===== src/rtl/truth_table_sequencer_if.sv =====
// Bundle between the truth-table sequencer and its surroundings: the run-control
// and status signals plus the a/b/c -> x/y connection to the block under test.
interface truth_table_sequencer_if;
  logic       start;
  logic       busy;
  logic       done;
  logic       pass;
  logic [3:0] err_count;
  logic [2:0] first_fail_idx;
  logic       fail_seen;
  logic       a;
  logic       b;
  logic       c;
  logic       x;
  logic       y;
  logic [1:0] dbg_state;

  // start is a level sampled only while idle; done is a single-cycle pulse.
  // There is no ready/backpressure: a start seen outside IDLE is dropped.
  modport master (
    input  start, x, y,
    output busy, done, pass, err_count, first_fail_idx, fail_seen,
    output a, b, c, dbg_state
  );

  modport slave (
    output start, x, y,
    input  busy, done, pass, err_count, first_fail_idx, fail_seen,
    input  a, b, c, dbg_state
  );
endinterface


===== src/rtl/truth_table_sequencer.sv =====
// Exhaustive self-test of a 3-in/2-out combinational block against a fixed truth table.
// Optional macro STOP_ON_FAIL_EN: end the run at the first mismatching vector.
module truth_table_sequencer #(
  parameter int          SETTLE_CYCLES = 4,
  parameter logic [15:0] EXPECTED      = 16'h0000
) (
  input  logic                    clk,
  input  logic                    reset,
  truth_table_sequencer_if.master bus
);

  typedef enum logic [1:0] {
    ST_IDLE   = 2'd0,
    ST_SETTLE = 2'd1,
    ST_CHECK  = 2'd2,
    ST_DONE   = 2'd3
  } state_t;

  localparam logic [7:0] SETTLE_LAST = 8'(SETTLE_CYCLES - 1);

  state_t     state_q, state_d;
  logic [2:0] idx_q, idx_d;
  logic [7:0] cnt_q, cnt_d;
  logic [3:0] err_count_q, err_count_d;
  logic [2:0] first_fail_idx_q, first_fail_idx_d;
  logic       fail_seen_q, fail_seen_d;
  logic       pass_q, pass_d;

  logic [1:0] exp_pair;
  logic       mismatch;
  logic       vec_on;

  always_ff @(posedge clk or posedge reset) begin
    if (reset) begin
      state_q          <= ST_IDLE;
      idx_q            <= 3'd0;
      cnt_q            <= 8'd0;
      err_count_q      <= 4'd0;
      first_fail_idx_q <= 3'd0;
      fail_seen_q      <= 1'b0;
      pass_q           <= 1'b0;
    end else begin
      state_q          <= state_d;
      idx_q            <= idx_d;
      cnt_q            <= cnt_d;
      err_count_q      <= err_count_d;
      first_fail_idx_q <= first_fail_idx_d;
      fail_seen_q      <= fail_seen_d;
      pass_q           <= pass_d;
    end
  end

  // Pair for vector k sits at bits [2k+1:2k], x above y.
  always_comb begin
    exp_pair = EXPECTED[{idx_q, 1'b0} +: 2];
    mismatch = ({bus.x, bus.y} != exp_pair);
  end

  always_comb begin
    state_d          = state_q;
    idx_d            = idx_q;
    cnt_d            = cnt_q;
    err_count_d      = err_count_q;
    first_fail_idx_d = first_fail_idx_q;
    fail_seen_d      = fail_seen_q;
    pass_d           = pass_q;

    case (state_q)
      ST_IDLE: begin
        if (bus.start) begin
          state_d          = ST_SETTLE;
          idx_d            = 3'd0;
          cnt_d            = 8'd0;
          err_count_d      = 4'd0;
          first_fail_idx_d = 3'd0;
          fail_seen_d      = 1'b0;
          pass_d           = 1'b0;
        end
      end

      ST_SETTLE: begin
        cnt_d = cnt_q + 8'd1;
        if (cnt_q == SETTLE_LAST) begin
          state_d = ST_CHECK;
        end
      end

      ST_CHECK: begin
        if (mismatch) begin
          err_count_d = err_count_q + 4'd1;
          if (!fail_seen_q) begin
            first_fail_idx_d = idx_q;
            fail_seen_d      = 1'b1;
          end
        end
`ifdef STOP_ON_FAIL_EN
        if (mismatch || (idx_q == 3'd7)) begin
          state_d = ST_DONE;
        end else begin
          idx_d   = idx_q + 3'd1;
          cnt_d   = 8'd0;
          state_d = ST_SETTLE;
        end
`else
        if (idx_q == 3'd7) begin
          state_d = ST_DONE;
        end else begin
          idx_d   = idx_q + 3'd1;
          cnt_d   = 8'd0;
          state_d = ST_SETTLE;
        end
`endif
      end

      ST_DONE: begin
        // err_count_q already includes the last CHECK by now.
        pass_d  = (err_count_q == 4'd0);
        state_d = ST_IDLE;
      end

      default: begin
        state_d = ST_IDLE;
      end
    endcase
  end

  // Everything below is decoded from flops only; x/y never reach an output directly.
  always_comb begin
    vec_on = (state_q == ST_SETTLE) || (state_q == ST_CHECK);
  end

  assign {bus.a, bus.b, bus.c} = vec_on ? idx_q : 3'd0;
  assign bus.busy           = vec_on;
  assign bus.done           = (state_q == ST_DONE);
  assign bus.pass           = pass_q;
  assign bus.err_count      = err_count_q;
  assign bus.first_fail_idx = first_fail_idx_q;
  assign bus.fail_seen      = fail_seen_q;
  assign bus.dbg_state      = state_q;

endmodule

===== src/flat_wrapper.sv =====
// flat-port wrapper written by rule: the top's interface ports become plain ports
module truth_table_sequencer_flat 
#(
  parameter int          SETTLE_CYCLES = 4,
  parameter logic [15:0] EXPECTED      = 16'h0000
)
  (clk, reset, bus_start, bus_x, bus_y, bus_busy, bus_done, bus_pass, bus_err_count, bus_first_fail_idx, bus_fail_seen, bus_a, bus_b, bus_c, bus_dbg_state);
  truth_table_sequencer_if bus_i ();
  input  logic clk;
  input  logic reset;
  input wire logic [$bits(bus_i.start)-1:0] bus_start;
  input wire logic [$bits(bus_i.x)-1:0] bus_x;
  input wire logic [$bits(bus_i.y)-1:0] bus_y;
  output wire logic [$bits(bus_i.busy)-1:0] bus_busy;
  output wire logic [$bits(bus_i.done)-1:0] bus_done;
  output wire logic [$bits(bus_i.pass)-1:0] bus_pass;
  output wire logic [$bits(bus_i.err_count)-1:0] bus_err_count;
  output wire logic [$bits(bus_i.first_fail_idx)-1:0] bus_first_fail_idx;
  output wire logic [$bits(bus_i.fail_seen)-1:0] bus_fail_seen;
  output wire logic [$bits(bus_i.a)-1:0] bus_a;
  output wire logic [$bits(bus_i.b)-1:0] bus_b;
  output wire logic [$bits(bus_i.c)-1:0] bus_c;
  output wire logic [$bits(bus_i.dbg_state)-1:0] bus_dbg_state;
  assign bus_i.start = bus_start;
  assign bus_i.x = bus_x;
  assign bus_i.y = bus_y;
  assign bus_busy = bus_i.busy;
  assign bus_done = bus_i.done;
  assign bus_pass = bus_i.pass;
  assign bus_err_count = bus_i.err_count;
  assign bus_first_fail_idx = bus_i.first_fail_idx;
  assign bus_fail_seen = bus_i.fail_seen;
  assign bus_a = bus_i.a;
  assign bus_b = bus_i.b;
  assign bus_c = bus_i.c;
  assign bus_dbg_state = bus_i.dbg_state;
  truth_table_sequencer #(.SETTLE_CYCLES(SETTLE_CYCLES), .EXPECTED(EXPECTED)) u_core (.clk(clk), .reset(reset), .bus(bus_i));
endmodule

===== config.mk =====
export PLATFORM = sky130hd
export DESIGN_NAME = truth_table_sequencer_flat
export DESIGN_NICKNAME = d
export VERILOG_FILES = /design/src/rtl/truth_table_sequencer_if.sv /design/src/rtl/truth_table_sequencer.sv /design/src/flat_wrapper.sv
export SDC_FILE = /design/constraint.sdc
export NUM_CORES = 1
export LEC_CHECK = 0
export CAP_MARGIN = 10
export CORE_ASPECT_RATIO = 1.2
export CORE_MARGIN = 5
export CORE_UTILIZATION = 57
export CTS_CLUSTER_DIAMETER = 150
export DETAILED_ROUTE_END_ITERATION = 6
export DONT_BUFFER_PORTS = 1
export MAX_ROUTING_LAYER = met4
export PLACE_DENSITY = 0.73
export SYNTH_ARGS = -nofsm -noshare
export SYNTH_HDL_FRONTEND = slang
export SYNTH_SLANG_ARGS = --single-unit

===== constraint.sdc =====
create_clock -name clk -period 2.95 [get_ports clk]
set_input_delay 0.4425 -clock clk [delete_from_list [all_inputs] [get_ports clk]]
set_output_delay 0.4425 -clock clk [all_outputs]
set_load 0.02 [all_outputs]

; After elaboration in Yosys (flattened, before gate mapping)
; Cells that the tools add are included.
[totals]
register_bits = 22
out_inout_bits = 16
[op_classes]
addsub = 3
eq_ne = 11
n_shift = 1
mux = 21
reduce_logical = 12
[op_table]
columns = operator, count
row1 = $pmux 8 s3, 1
row2 = $mux 8, 2
row3 = $shiftx 16x5->2 const A, 1
row4 = $mux 3, 5
row5 = $pmux 3 s2, 2
row6 = $reduce_and 3->1, 3
row7 = $add 8x1->8 const B, 1
row8 = $eq 8x2->1 const B, 1
row9 = $mux 4, 2
row10 = $pmux 2 s4, 1
row11 = $pmux 4 s2, 1
row12 = $mux 2, 3
row13 = $ne 2x2->1 const B, 3
row14 = $add 4x1->4 const B, 1
row15 = $eq 2x2->1 const B, 2
row16 = $logic_not 4->1, 1
row17 = $ne 2x1->1 const B, 2
row18 = $pmux 1 s2, 2
row19 = $reduce_and 2->1, 2
row20 = $reduce_and 4->1, 1
row21 = $reduce_bool 2->1, 2
row22 = $add 3x1->3 const B, 1
row23 = $eq 3x3->1 const B, 1
row24 = $reduce_bool 3->1, 1
row25 = other kinds (5), 6

; Logic depth before layout (Yosys ltp)
; Gate-level depths: netlist of the first run.
[depth]
word_depth = 4
mapped_depth = 7
ltp_nobuf = 6

; Worst setup path before layout of the first run
; Ideal clock, no wire load.
[synth_timing]
kind = reg2reg
from = register u_core.state_q[0] (netlist: u_core.bus.dbg_state[0])
to = register u_core.fail_seen_q (netlist: u_core.bus.fail_seen)
setup_time_ns = 0.125
arrival_time_ns = 1.722
slack_ns = 1.103
path_stages_with_launch = 7
n_path_buf = 1
period_less_slack_ns = 1.847
cell_sequence = dfrtp_1 -> inv_1 -> ha_1 -> buf_2 -> nor2_1 -> a211oi_4 -> mux2_2
[synth_via]
elab_chain_len = 3
word_cells_on_any_way = 7
[synth_rtl]
columns = item, line_no
row1 = from (decl), truth_table_sequencer.sv:21  ; state_t state_q, state_d;
row2 = from (signal assigned), truth_table_sequencer.sv:43  ; state_q <= state_d;
row3 = $eq 2x2->1 or $logic_not 2->1 (tied branches), truth_table_sequencer.sv:68  ; case (state_q)
row4 = $ne 2x1->1 (no source line) (tied with other cells), -
row5 = $reduce_and 3->1 (no source line), -
row6 = to (signal assigned), truth_table_sequencer.sv:48  ; fail_seen_q <= fail_seen_d;
row7 = to (decl), truth_table_sequencer.sv:26  ; logic fail_seen_q, fail_seen_d;
; Several ways; a longest one is shown, not always the timed one.
; A chain may end at the register's enable or synchronous reset.

; Worst setup path after layout of the first run
[layout_timing]
from = register u_core.state_q[1] (netlist: u_core.bus.dbg_state[1])
to = output port bus_c
[layout_via]
elab_chain_len = 3
word_cells_on_any_way = 4
[layout_rtl]
columns = item, line_no
row1 = $eq 2x1->1 or $eq 2x2->1 (tied branches), truth_table_sequencer.sv:129  ; vec_on = (state_q == ST_SETTLE) || (state_q == ST_CHECK);
row2 = $logic_or 1x1->1 *, truth_table_sequencer.sv:129
row3 = via bus_busy, flat_wrapper.sv:14  ; output wire logic [$bits(bus_i.busy)-1:0] bus_busy;
row4 = $mux 3 *, truth_table_sequencer.sv:132  ; assign {bus.a, bus.b, bus.c} = vec_on ? idx_q : 3'd0;
row5 = to (decl), flat_wrapper.sv:22  ; output wire logic [$bits(bus_i.c)-1:0] bus_c;
; Mark *: on every way through the listed nets, which the timed path passes. The rest lies on a longest branch.

==> results of run 1 <==
-- layout make-up --
cell class / count / area, um2 / share of cell area (%)
Inverter: 11 / 41.3 / 3.12
Clock buffer: 3 / 22.5 / 1.70
Sequential cell: 22 / 551 / 41.6
Clock inverter: 1 / 30.0 / 2.27
Multi-Input combinational cell: 93 / 641 / 48.4
Tap cell: 30 / 37.5 / 2.84
-- cells by family (layout without fill, tap and decap cells) --
family	after synthesis	count (layout)	synth area share, %
compound gates	32	32	17.8
fa+ha+maj	10	10	10.0
buf+inv	15	15	4.70
flops	22	22	44.0
mux	5	5	4.10
simple gates	46	46	19.3
-- routing by layer --
layer	share of wire [%]	up-vias	wire length (um)	global-route usage, %
li1	-	454	-	-
met3	3.5	4	82	3.87
met2	53	12	1250	31.2
met4	1.5	0	35	5.47
met5	0	-	0	-
met1	43	454	1010	20.2
-- cell usage in the layout (no fill, tap or decap) --
master / synthesis / layout
inv_1: 11 / 11
o21a_1: 1 / 1
and4_1: 1 / 1
and2_1: 5 / 5
o21ai_0: 16 / 16
nor2b_1: 2 / 2
o211ai_1: 1 / 1
nor2_1: 2 / 2
or3_1: 3 / 3
o21ai_1: 2 / 2
a211oi_4: 1 / 1
a21oi_1: 2 / 2
nand3_1: 6 / 6
dfrtp_1: 22 / 22
o221ai_1: 1 / 1
bufinv_16: 0 / 1
o31a_1: 1 / 1
ha_1: 10 / 10
a221o_1: 1 / 1
o41ai_1: 1 / 1
nor3b_1: 1 / 1
nand2b_1: 3 / 3
a22o_1: 1 / 1
nor4bb_1: 1 / 1
nand2_1: 18 / 18
o41a_1: 1 / 1
nand4_1: 2 / 2
mux2i_1: 4 / 4
nand4b_1: 1 / 1
o31ai_1: 2 / 2
nand3b_1: 1 / 1
o41ai_2: 1 / 1
mux2_2: 1 / 1
clkbuf_4: 0 / 3
-- sequential cells by signal (all words and copies together) (netlist names) --
register	count
u_core.bus.first_fail_idx	3
u_core.bus.err_count	4
u_core.bus.pass	1
u_core.idx_q	3
u_core.bus.fail_seen	1
u_core.bus.dbg_state	2
u_core.cnt_q	8
-- worst paths after layout --
kind                                                     start                          endpoint  slack (ns)  cells after the start
setup reg to reg           u_core.bus.dbg_state[0]$_DFFE_PP0P_       u_core.cnt_q[7]$_DFFE_PP0P_        0.87                      6
hold / removal                                           reset  u_core.bus.fail_seen$_DFFE_PP0P_        0.18                      1
min in group clk                   u_core.cnt_q[6]$_DFFE_PP0P_       u_core.cnt_q[6]$_DFFE_PP0P_        0.51                      1
max in group asynchronous                                reset       u_core.cnt_q[0]$_DFFE_PP0P_        2.26                      1
hold reg to reg                    u_core.cnt_q[6]$_DFFE_PP0P_       u_core.cnt_q[6]$_DFFE_PP0P_        0.51                      1
setup / recovery           u_core.bus.dbg_state[1]$_DFFE_PP0P_                             bus_c        0.73                      3
-- power by group --
part           leakage (nW)  switching, W  total (W)  internal (W)
combinational         0.268      0.000333   0.000541      0.000208
clock                0.0279     0.0000898   0.000227      0.000137
sequential            0.299      0.000127   0.000492      0.000365
-- through the flow --
stage | cells | hold WS, ns | setup slack (ns) | utilization, %
6_report | 160 | 0.179 | 0.734 | 63.8
5_1_grt | 160 | 0.240 | 0.586 | 63.8
4_1_cts | 160 | 0.200 | 0.693 | 63.8
3_5_place_dp | 156 | 0.503 | 0.879 | 61.3
3_3_place_gp | 156 | 0.495 | 0.920 | 61.3
2_1_floorplan | 130 | 0.432 | 1.10 | -
==> metrics.json, run 1 <==
{
  "clock_tree": {
    "clock_tree_from_tritoncts": "yes",
    "cts_max_level": 1,
    "clock-root-buffer": "clkbuf_4",
    "post-cts-setup-buffer-count": 0,
    "clock_path_buffers": 2,
    "cts.clk_slew.worst_paths_ns": 0.12,
    "tritoncts_num_sinks": 22,
    "postCtsHoldBufs": 0,
    "clock_insertion_delay_worst_skew_ns": 0.30,
    "cts-resized-gates": 0,
    "number_of_clock_buffers_inserted_by_tritoncts": 3
  },
  "hold_path": {
    "hp-class": "primary input to asynchronous set/reset pin"
  },
  "sta": {
    "fin_crit_ns": 2.22,
    "timing_max_transition_violations_final": 0,
    "grt_setup_unrepaired": "no",
    "max_clock_freq_ghz": 0.451,
    "max-slew-margin-rel_pct": 44.1,
    "worst_case_clock_skew_ns": 0.00593,
    "final.setup.tns_ns": 0,
    "setup-violations-final": 0,
    "worstMarginPinSlew_ns": 0.837,
    "hold_viol": 0,
    "timing.final.crit_share_pct": 75.1
  },
  "grt": {
    "grt_pass1_wl_mm": 4.11,
    "antenna_violations_before_repair": 0,
    "grt_start_max_net_pins": 23,
    "grt_pass1_vias": 928,
    "globalRouteOverflowTotal": 0,
    "globalRouteTotalUtil_pct": 17.8
  },
  "worst_setup_path": {
    "cp.arrival_ns": 1.77,
    "worstPathCellList": "inv_1, ha_1, and2_1",
    "crit_required_ns": 2.51,
    "class_of_the_most_critical_setup_path": "flop to output pin",
    "path_buf_inv": 1,
    "crit_fanout": 7,
    "critPathSlowestCell": "dfrtp_1",
    "critPathLaunchType": "flop",
    "worst_path_largest_cell_delay_ns": 0.61,
    "cp-end-kind": "output pin",
    "critPathTopFamily": "flip-flops"
  },
  "placed_design": {
    "dp_hpwl_mm": 1.81,
    "placed_area_um2": 1270,
    "gp_routability_congestion": 0.727,
    "io_buffers": 0
  },
  "yosys": {
    "post-synth-top-area-fraction_pct": 44.0,
    "ys_seq_area_share_pct": 44.0,
    "syn_nets": 145,
    "synth_warnings": 0,
    "synthCells": 130,
    "synth-seq-cells": 22,
    "synth_commonest_cells": "22 x dfrtp_1, 18 x nand2_1, 16 x o21ai_0, 11 x inv_1, 10 x ha_1",
    "synth_top_cell_by_area": "dfrtp_1",
    "most_used_dff_post_synth": "dfrtp_1",
    "unique_cell_type_count_in_the_yosys_netlist": 34,
    "ys_async_rst_share_pct": 100,
    "synth_area_leaders": "dfrtp_1 44%, ha_1 10%, o21ai_0 6.4%",
    "synth_enable_flop_cells": 0,
    "synth_area_um2": 1250,
    "synth_most_common_cell": "dfrtp_1",
    "avgSynthCellArea_um2": 9.61
  },
  "floorplan": {
    "dieWidth_um": 52.8,
    "starting_density_of_the_core_pct": 60.3,
    "placement_rows": 18,
    "die_height_um": 61.3,
    "core_region_area_um2": 2070,
    "die_area_um2": 3230,
    "design.portCount": 21
  },
  "route": {
    "initialDrtViolationCount": 8,
    "routed-via-count": 924,
    "drc": 0,
    "via_per_inst": 5.78,
    "drtPass1Iterations": 4,
    "drt.antenna.violating_nets": 0,
    "drt-wirelength-per-cell_um": 14.8,
    "detail_route.wirelength_mm": 2.38
  },
  "power": {
    "power.ir.vdd_worst_mv": 0.507,
    "report.power.total_w": 0.00126,
    "power-per-cell-area_nw_per_um2": 953,
    "power.static_leakage_nw": 0.595
  },
  "finish": {
    "post_route_cell_area_um2": 1320,
    "areaGrowthSynthToFinish_pct": 5.81,
    "num-fill-cells": 173,
    "insertedDiodeCount": 0,
    "num-nets-final": 146,
    "share_of_final_layout_standard_cells_stronger_than_drive_strength_1_pct": 5.38
  },
  "flow_run": {
    "maxCapViolCount": 0
  },
  "outcome": {
    "status": "finished, final reports clean"
  }
}
(Power assumes the default switching activity.)
==> run 2: changes to the inputs <==
==> constraint.sdc (replaced) <==
create_clock -name clk -period 2.1 [get_ports clk]
set_input_delay 0.315 -clock clk [delete_from_list [all_inputs] [get_ports clk]]
set_output_delay 0.315 -clock clk [all_outputs]
set_load 0.02 [all_outputs]
==> run 2 against run 1 <==
Effect of this change: clock power decreased by 17%; critical path depth unchanged; die area unchanged; wire length increased by 1.6%; sequential power increased by 34%; non-clock buffer count increased by 4; global-route usage increased by 0.068 points; first-iteration DRC count increased to 2.5 times the previous value; largest power group unchanged.
==> metrics.json, run 2 (synthesis results as in run 1) <==
{
  "worst_setup_path": {
    "critPathLaunchType": "flop",
    "r2r_cells": {"value": 5, "change": "-1"},
    "crit_fanout": {"value": 7, "change": "unchanged"},
    "crit_end": "bus_b",
    "regToRegStartpoint": "u_core.bus.dbg_state[0]$_DFFE_PP0P_",
    "crit-reg2reg-capture": "u_core.bus.fail_seen$_DFFE_PP0P_",
    "cp-end-kind": "output pin",
    "crit_required": {"value": 1.78, "unit": "ns", "change": "-0.73 ns"},
    "critPathLaunch": "u_core.bus.dbg_state[1]$_DFFE_PP0P_",
    "reg2reg_setup_slack": {"value": 0.17, "unit": "ns", "change": "-0.70 ns"},
    "cp.arrival": {"value": 1.64, "unit": "ns", "change": "-0.13 ns"},
    "class_of_the_most_critical_setup_path": "flop to output pin"
  },
  "clock_tree": {
    "clock_tree_from_tritoncts": "yes",
    "clock_insertion_delay_worst_skew": {"value": 0.31, "unit": "ns", "change": "about the same"},
    "number_of_clock_buffers_inserted_by_tritoncts": {"value": 3, "change": "unchanged"},
    "cts_max_level": {"value": 1, "change": "unchanged"},
    "post-cts-setup-buffer-count": {"value": 0, "change": "unchanged"},
    "postCtsHoldBufs": {"value": 0, "change": "unchanged"},
    "clock-root-buffer": "clkbuf_4",
    "clock_path_buffers": {"value": 2, "change": "unchanged"},
    "cts-resized-gates": {"value": 0, "change": "unchanged"},
    "tritoncts_num_sinks": {"value": 22, "change": "unchanged"},
    "cts.clk_slew.worst_paths": {"value": 0.11, "unit": "ns", "change": "about the same"}
  },
  "finish": {
    "max_ffs_per_register": {"value": 8, "change": "unchanged"},
    "num-fill-cells": {"value": 184, "change": "+6.4%"},
    "num-nets-final": {"value": 150, "change": "+2.7%"},
    "share_of_final_layout_standard_cells_stronger_than_drive_strength_1": {"value": 7.52, "unit": "%", "change": "+2.1 points"},
    "layout_commonest_cell": "dfrtp_1",
    "commonest_non_fill_non_tap_cells_in_the_layout": "22 x dfrtp_1, 18 x nand2_1, 16 x o21ai_0",
    "areaGrowthSynthToFinish": {"value": 5.81, "unit": "%", "change": "unchanged"},
    "insertedDiodeCount": {"value": 0, "change": "unchanged"},
    "top_register": "u_core.cnt_q"
  },
  "power": {
    "switching_share": {"value": 45.8, "unit": "%", "change": "+2.1 points"},
    "p_sw": {"value": 0.000771, "unit": "W", "change": "+40%"},
    "clock_power_share": {"value": 11.2, "unit": "%", "change": "-6.8 points"},
    "power.internal": {"value": 0.000912, "unit": "W", "change": "+28%"},
    "sequentialPowerShare": {"value": 39.1, "unit": "%", "change": "about the same"},
    "power.static_leakage": {"value": 0.601, "unit": "nW", "change": "+0.92%"},
    "power-per-cell-area": {"value": 1270, "unit": "nW/um2", "change": "+34%"},
    "report.power.total": {"value": 0.00168, "unit": "W", "change": "+34%"},
    "power.ir.vdd_worst": {"value": 0.740, "unit": "mV", "change": "+46%"},
    "combinationalPowerShare": {"value": 49.7, "unit": "%", "change": "+6.8 points"}
  },
  "route": {
    "drtPass1Iterations": {"value": 4, "change": "unchanged"},
    "detail_route.wirelength": {"value": 2.41, "unit": "mm", "change": "+1.6%"},
    "initialDrtViolationCount": {"value": 20, "change": "+12"},
    "drc": {"value": 0, "change": "unchanged"},
    "drt.antenna.violating_nets": {"value": 0, "change": "unchanged"},
    "drt-wirelength-per-cell": {"value": 14.8, "unit": "um", "change": "-0.23%"},
    "via_per_inst": {"value": 5.55, "change": "-3.9%"},
    "routed-via-count": {"value": 905, "change": "-2.1%"}
  },
  "sta": {
    "worstMarginPinSlew": {"value": 0.832, "unit": "ns", "change": "-0.00504 ns"},
    "timing_max_transition_violations_final": {"value": 0, "change": "unchanged"},
    "setup-violations-final": {"value": 0, "change": "unchanged"},
    "timing.final.crit_share_pct": 92.9,
    "worst_case_clock_skew": {"value": 0.00185, "unit": "ns", "change": "-0.00408 ns"},
    "max-slew-margin-rel": {"value": 44.5, "unit": "%", "change": "+0.34 points"},
    "grt_setup_unrepaired": "no",
    "max_clock_freq_ghz": 0.513,
    "fin_crit_ns": 1.95,
    "final.setup.tns": {"value": 0, "unit": "ns", "change": "unchanged"},
    "hold_viol": {"value": 0, "change": "unchanged"}
  },
  "flow_run": {
    "maxCapViolCount": {"value": 0, "change": "unchanged"}
  },
  "grt": {
    "globalRouteOverflowTotal": {"value": 0, "change": "unchanged"},
    "antenna_violations_before_repair": {"value": 0, "change": "unchanged"},
    "grt_pass1_vias": {"value": 913, "change": "-1.6%"},
    "grt_pass1_wl": {"value": 4.08, "unit": "mm", "change": "-0.68%"},
    "globalRouteTotalUtil": {"value": 17.9, "unit": "%", "change": "+0.068 points"},
    "grt_start_max_net_pins": {"value": 23, "change": "unchanged"}
  },
  "floorplan": {
    "dieWidth": {"value": 52.8, "unit": "um", "change": "unchanged"},
    "die_height": {"value": 61.3, "unit": "um", "change": "unchanged"},
    "die_area": {"value": 3230, "unit": "um2", "change": "unchanged"},
    "design.portCount": {"value": 21, "change": "unchanged"},
    "placement_rows": {"value": 18, "change": "unchanged"},
    "core_region_area": {"value": 2070, "unit": "um2", "change": "unchanged"},
    "starting_density_of_the_core": {"value": 60.3, "unit": "%", "change": "unchanged"}
  },
  "placed_design": {
    "dp_hpwl": {"value": 1.83, "unit": "mm", "change": "+1.3%"},
    "io_buffers": {"value": 0, "change": "unchanged"},
    "gp_routability_congestion": {"value": 0.762, "change": "+4.9%"}
  },
  "outcome": {
    "status": "finished, final reports clean"
  },
  "hold_path": {
    "hp-class": "primary input to asynchronous set/reset pin"
  }
}
## run 2: cell types whose count changed in the layout (fill, tap and decap cells not counted), sizes merged
| cell | delta |
|---|---|
| buf | +4 |
| bufinv | -1 |
## run 2: how the worst min path moves through the flow
stage                                     endpoint  slack (ns)  startpoint  depth (start not counted)
2_1_floorplan  u_core.bus.dbg_state[0]$_DFFE_PP0P_        0.30       reset                          1
3_3_place_gp           u_core.cnt_q[6]$_DFFE_PP0P_        0.41       reset                          1
3_5_place_dp           u_core.cnt_q[5]$_DFFE_PP0P_        0.43       reset                          1
4_1_cts                u_core.idx_q[0]$_DFFE_PP0P_        0.09       reset                          1
5_1_grt                u_core.cnt_q[5]$_DFFE_PP0P_        0.14       reset                          1
6_report               u_core.cnt_q[5]$_DFFE_PP0P_        0.05       reset                          1
## run 2: layout make-up
cell class / instances / area [um2] / share of cell area [%]
Clock buffer: 3 / 22.5 / 1.70
Sequential cell: 22 / 551 / 41.6
Tap cell: 30 / 37.5 / 2.84
Inverter: 11 / 41.3 / 3.12
Multi-Input combinational cell: 93 / 641 / 48.4
Timing Repair Buffer: 4 / 30.0 / 2.27
## run 2: critical path, cell delays in order (launching register included)
cell     delay [ns]
dfrtp_1        0.48
inv_1          0.11
ha_1           0.45
and2_1         0.29
## run 2: through the flow
stage	hold slack (ns)	util (%)	std cells	cell area, um2	setup slack [ns]
after CTS	0.0882	63.5	162	1320	0.134
final	0.0473	63.8	163	1320	0.149
after floorplan	0.304	-	130	1250	0.253
after detailed placement	0.428	62.4	159	1290	0.172
after global placement	0.409	62.4	159	1290	0.203
after global routing	0.137	63.8	163	1320	0.00825
## run 2: layer usage
metal / global-route usage [%] / wire (um) / part of all wire (%) / vias up
li1: - / - / - / 461
met1: 20.6 / 1080 / 45 / 422
met4: 9.12 / 53 / 2.2 / 0
met3: 2.91 / 100 / 4.1 / 5
met5: - / 0 / 0 / -
met2: 30.0 / 1180 / 49 / 17
## run 2: power by group through the flow
stage / sequential (W) / clock [W] / combinational, W
6_report: 0.000658 / 0.000189 / 0.000836
5_1_grt: 0.000674 / 0.000214 / 0.000936
4_1_cts: 0.000660 / 0.000196 / 0.000828
3_5_place_dp: 0.000670 / 0 / 0.000827
2_1_floorplan: 0.000672 / 0 / 0.000635
3_3_place_gp: 0.000664 / 0 / 0.000812
==> RTL change (flow settings as in run 2) <==
The option `STOP_ON_FAIL_EN` is turned on by a define.
--- a/src/rtl/truth_table_sequencer.sv
+++ b/src/rtl/truth_table_sequencer.sv
@@ -2,2 +2,4 @@
 // Optional macro STOP_ON_FAIL_EN: end the run at the first mismatching vector.
+`define STOP_ON_FAIL_EN
+
 module truth_table_sequencer #(
Check against the original RTL: not equivalent (a bounded check fails within 10 cycles, from zero or initial values and one cycle with reset high).
==> RTL change against run 2 <==
  * Total power down 1.2%
  * Sequential cell count unchanged
  * Cell area up 1.0%
  * Cell count down 0.61%
  * Clock power up 26%
  * Via count up 8.5%
  * Wire length down 3.3%
  * Die area down 0.34%
  * Worst setup slack worse by 7.4 ps
  * Synthesized area down 0.40%
  * Non-clock buffer count up 1
  * Highest routed layer unchanged
==> RTL change: results (changes against run 2) <==
\begin{tabular}{lr}
\hline
Metric & Value \\
\hline
\multicolumn{2}{l}{\textbf{Run status}} \\
\quad Run status & finished, final reports clean (unchanged) \\
\multicolumn{2}{l}{\textbf{Global routing}} \\
\quad Wire length of the first global-routing pass & 4.14 mm (was 4.08 mm) \\
\quad All-Layer GR Usage & 0.177 (was 0.179) \\
\quad Number of global-route vias before repair & 927 (was 913) \\
\multicolumn{2}{l}{\textbf{Placed design}} \\
\quad Half-perimeter wire length of the detailed placement result & 1.72 mm (was 1.83 mm) \\
\quad Placement-stage worst setup slack & 165 ps (was 172 ps) \\
\quad Gpl congestion & 0.757 (was 0.762) \\
\multicolumn{2}{l}{\textbf{Pwr}} \\
\quad Combinational power share & 0.477 (was 0.497) \\
\quad Relative contribution of the clock network to total power & 0.143 (was 0.112) \\
\quad Internal power contribution & 912 µW (about the same) \\
\quad Leakage dissipation & 0.594 nW (was 0.601 nW) \\
\quad Peak ir drop on the vdd network & 910 µV (was 740 µV) \\
\multicolumn{2}{l}{\textbf{Route}} \\
\quad Iteration-0 DRC count of the detailed router & 39 (was 20) \\
\quad Average detailed-routed wire length per instance & 14.4 µm (was 14.8 µm) \\
\quad Vias per cell & 6.06 (was 5.55) \\
\multicolumn{2}{l}{\textbf{Critical path}} \\
\quad Worst-path maximum fanout & 6 (was 7) \\
\quad Arrival time worst endpoint & 2170 ps (was 1640 ps) \\
\multicolumn{2}{l}{\textbf{Synthesis}} \\
\quad Seq/Total Area, Yosys & 0.442 (was 0.440) \\
\quad Number of distinct library cells after synthesis & 35 (was 34) \\
\quad Top cells by area in the synthesized netlist & dfrtp\_1, ha\_1, o21ai\_0, nand2\_1, a22o\_1 (was dfrtp\_1, ha\_1, o21ai\_0, nand2\_1, inv\_1) \\
\quad Adder-cell share of the synthesized area & 0.0905 (was 0.100) \\
\multicolumn{2}{l}{\textbf{Layout}} \\
\quad Total of fill cells in the finished design & 169 (was 184) \\
\quad Core utilization of the finished layout & 0.645 (was 0.638) \\
\quad Number of standard cells in the final layout excluding fillers & 162 (was 163) \\
\quad Fraction of layout cells with a size suffix above 1 & 0.106 (was 0.0752) \\
\multicolumn{2}{l}{\textbf{Clock network}} \\
\quad Clock transition at the register clock pins on the worst setup and hold paths after CTS & 130 ps (was 110 ps) \\
\multicolumn{2}{l}{\textbf{STA}} \\
\quad Actual transition at the worst max-transition pin & 806 ps (was 832 ps) \\
\quad Post-Route Skew & 7.56 ps (was 1.85 ps) \\
\hline
\end{tabular}
RTL change: changes by cell type in the layout (fill, tap and decap cells not counted), moves of 2 or more:
| cell | before | now |
|---|---|---|
| a22o_1 | 1 | 6 |
| inv_1 | 11 | 7 |
| mux2i_1 | 4 | 0 |
| nand2b_1 | 3 | 7 |
| a21oi_1 | 2 | 4 |
| a32o_1 | 0 | 2 |
| nand3_1 | 6 | 4 |
| o21ai_1 | 2 | 0 |
| or3_1 | 3 | 1 |
RTL change: cell type report:
| cell class | count | share of cell area |
|---|---|---|
| clock buffers | 4 | 0.0272 |
| inverters | 7 | 0.0197 |
| multi-input cells | 94 | 0.485 |
| flip-flops and latches | 22 | 0.412 |
| well taps | 30 | 0.0281 |
| repair buffers | 5 | 0.0281 |
RTL change: routing by layer:
| layer | GRT usage | up-vias | share of wire |
|---|---|---|---|
| met1 | 0.241 | 470 | 0.46 |
| met4 | 0.0657 | 0 | 0.012 |
| met5 | - | - | 0 |
| met2 | 0.266 | 37 | 0.46 |
| met3 | 0.0315 | 2 | 0.070 |
| li1 | - | 473 | - |
RTL change: path summary, 6_finish.rpt:
check | start | end | slack, ps | cells after the start
max reg2reg | u_core.idx_q[0] | u_core.cnt_q[6] | 140 | 5
min in group clk | bus_y | u_core.idx_q[0] | 380 | 4
min | reset | u_core.cnt_q[2] | 20 | 1
max in group asynchronous | reset | u_core.bus.dbg_state[0] | 1570 | 1
min reg2reg | u_core.cnt_q[7] | u_core.cnt_q[7] | 520 | 1
max | u_core.idx_q[0] | u_core.cnt_q[6] | 140 | 5
RTL change: worst max-delay path: stages (launching register included):
cell	delay (ps)
dfrtp_1	440
ha_1	220
ha_1	200
o31ai_2	280
nand4_1	290
o41ai_1	440
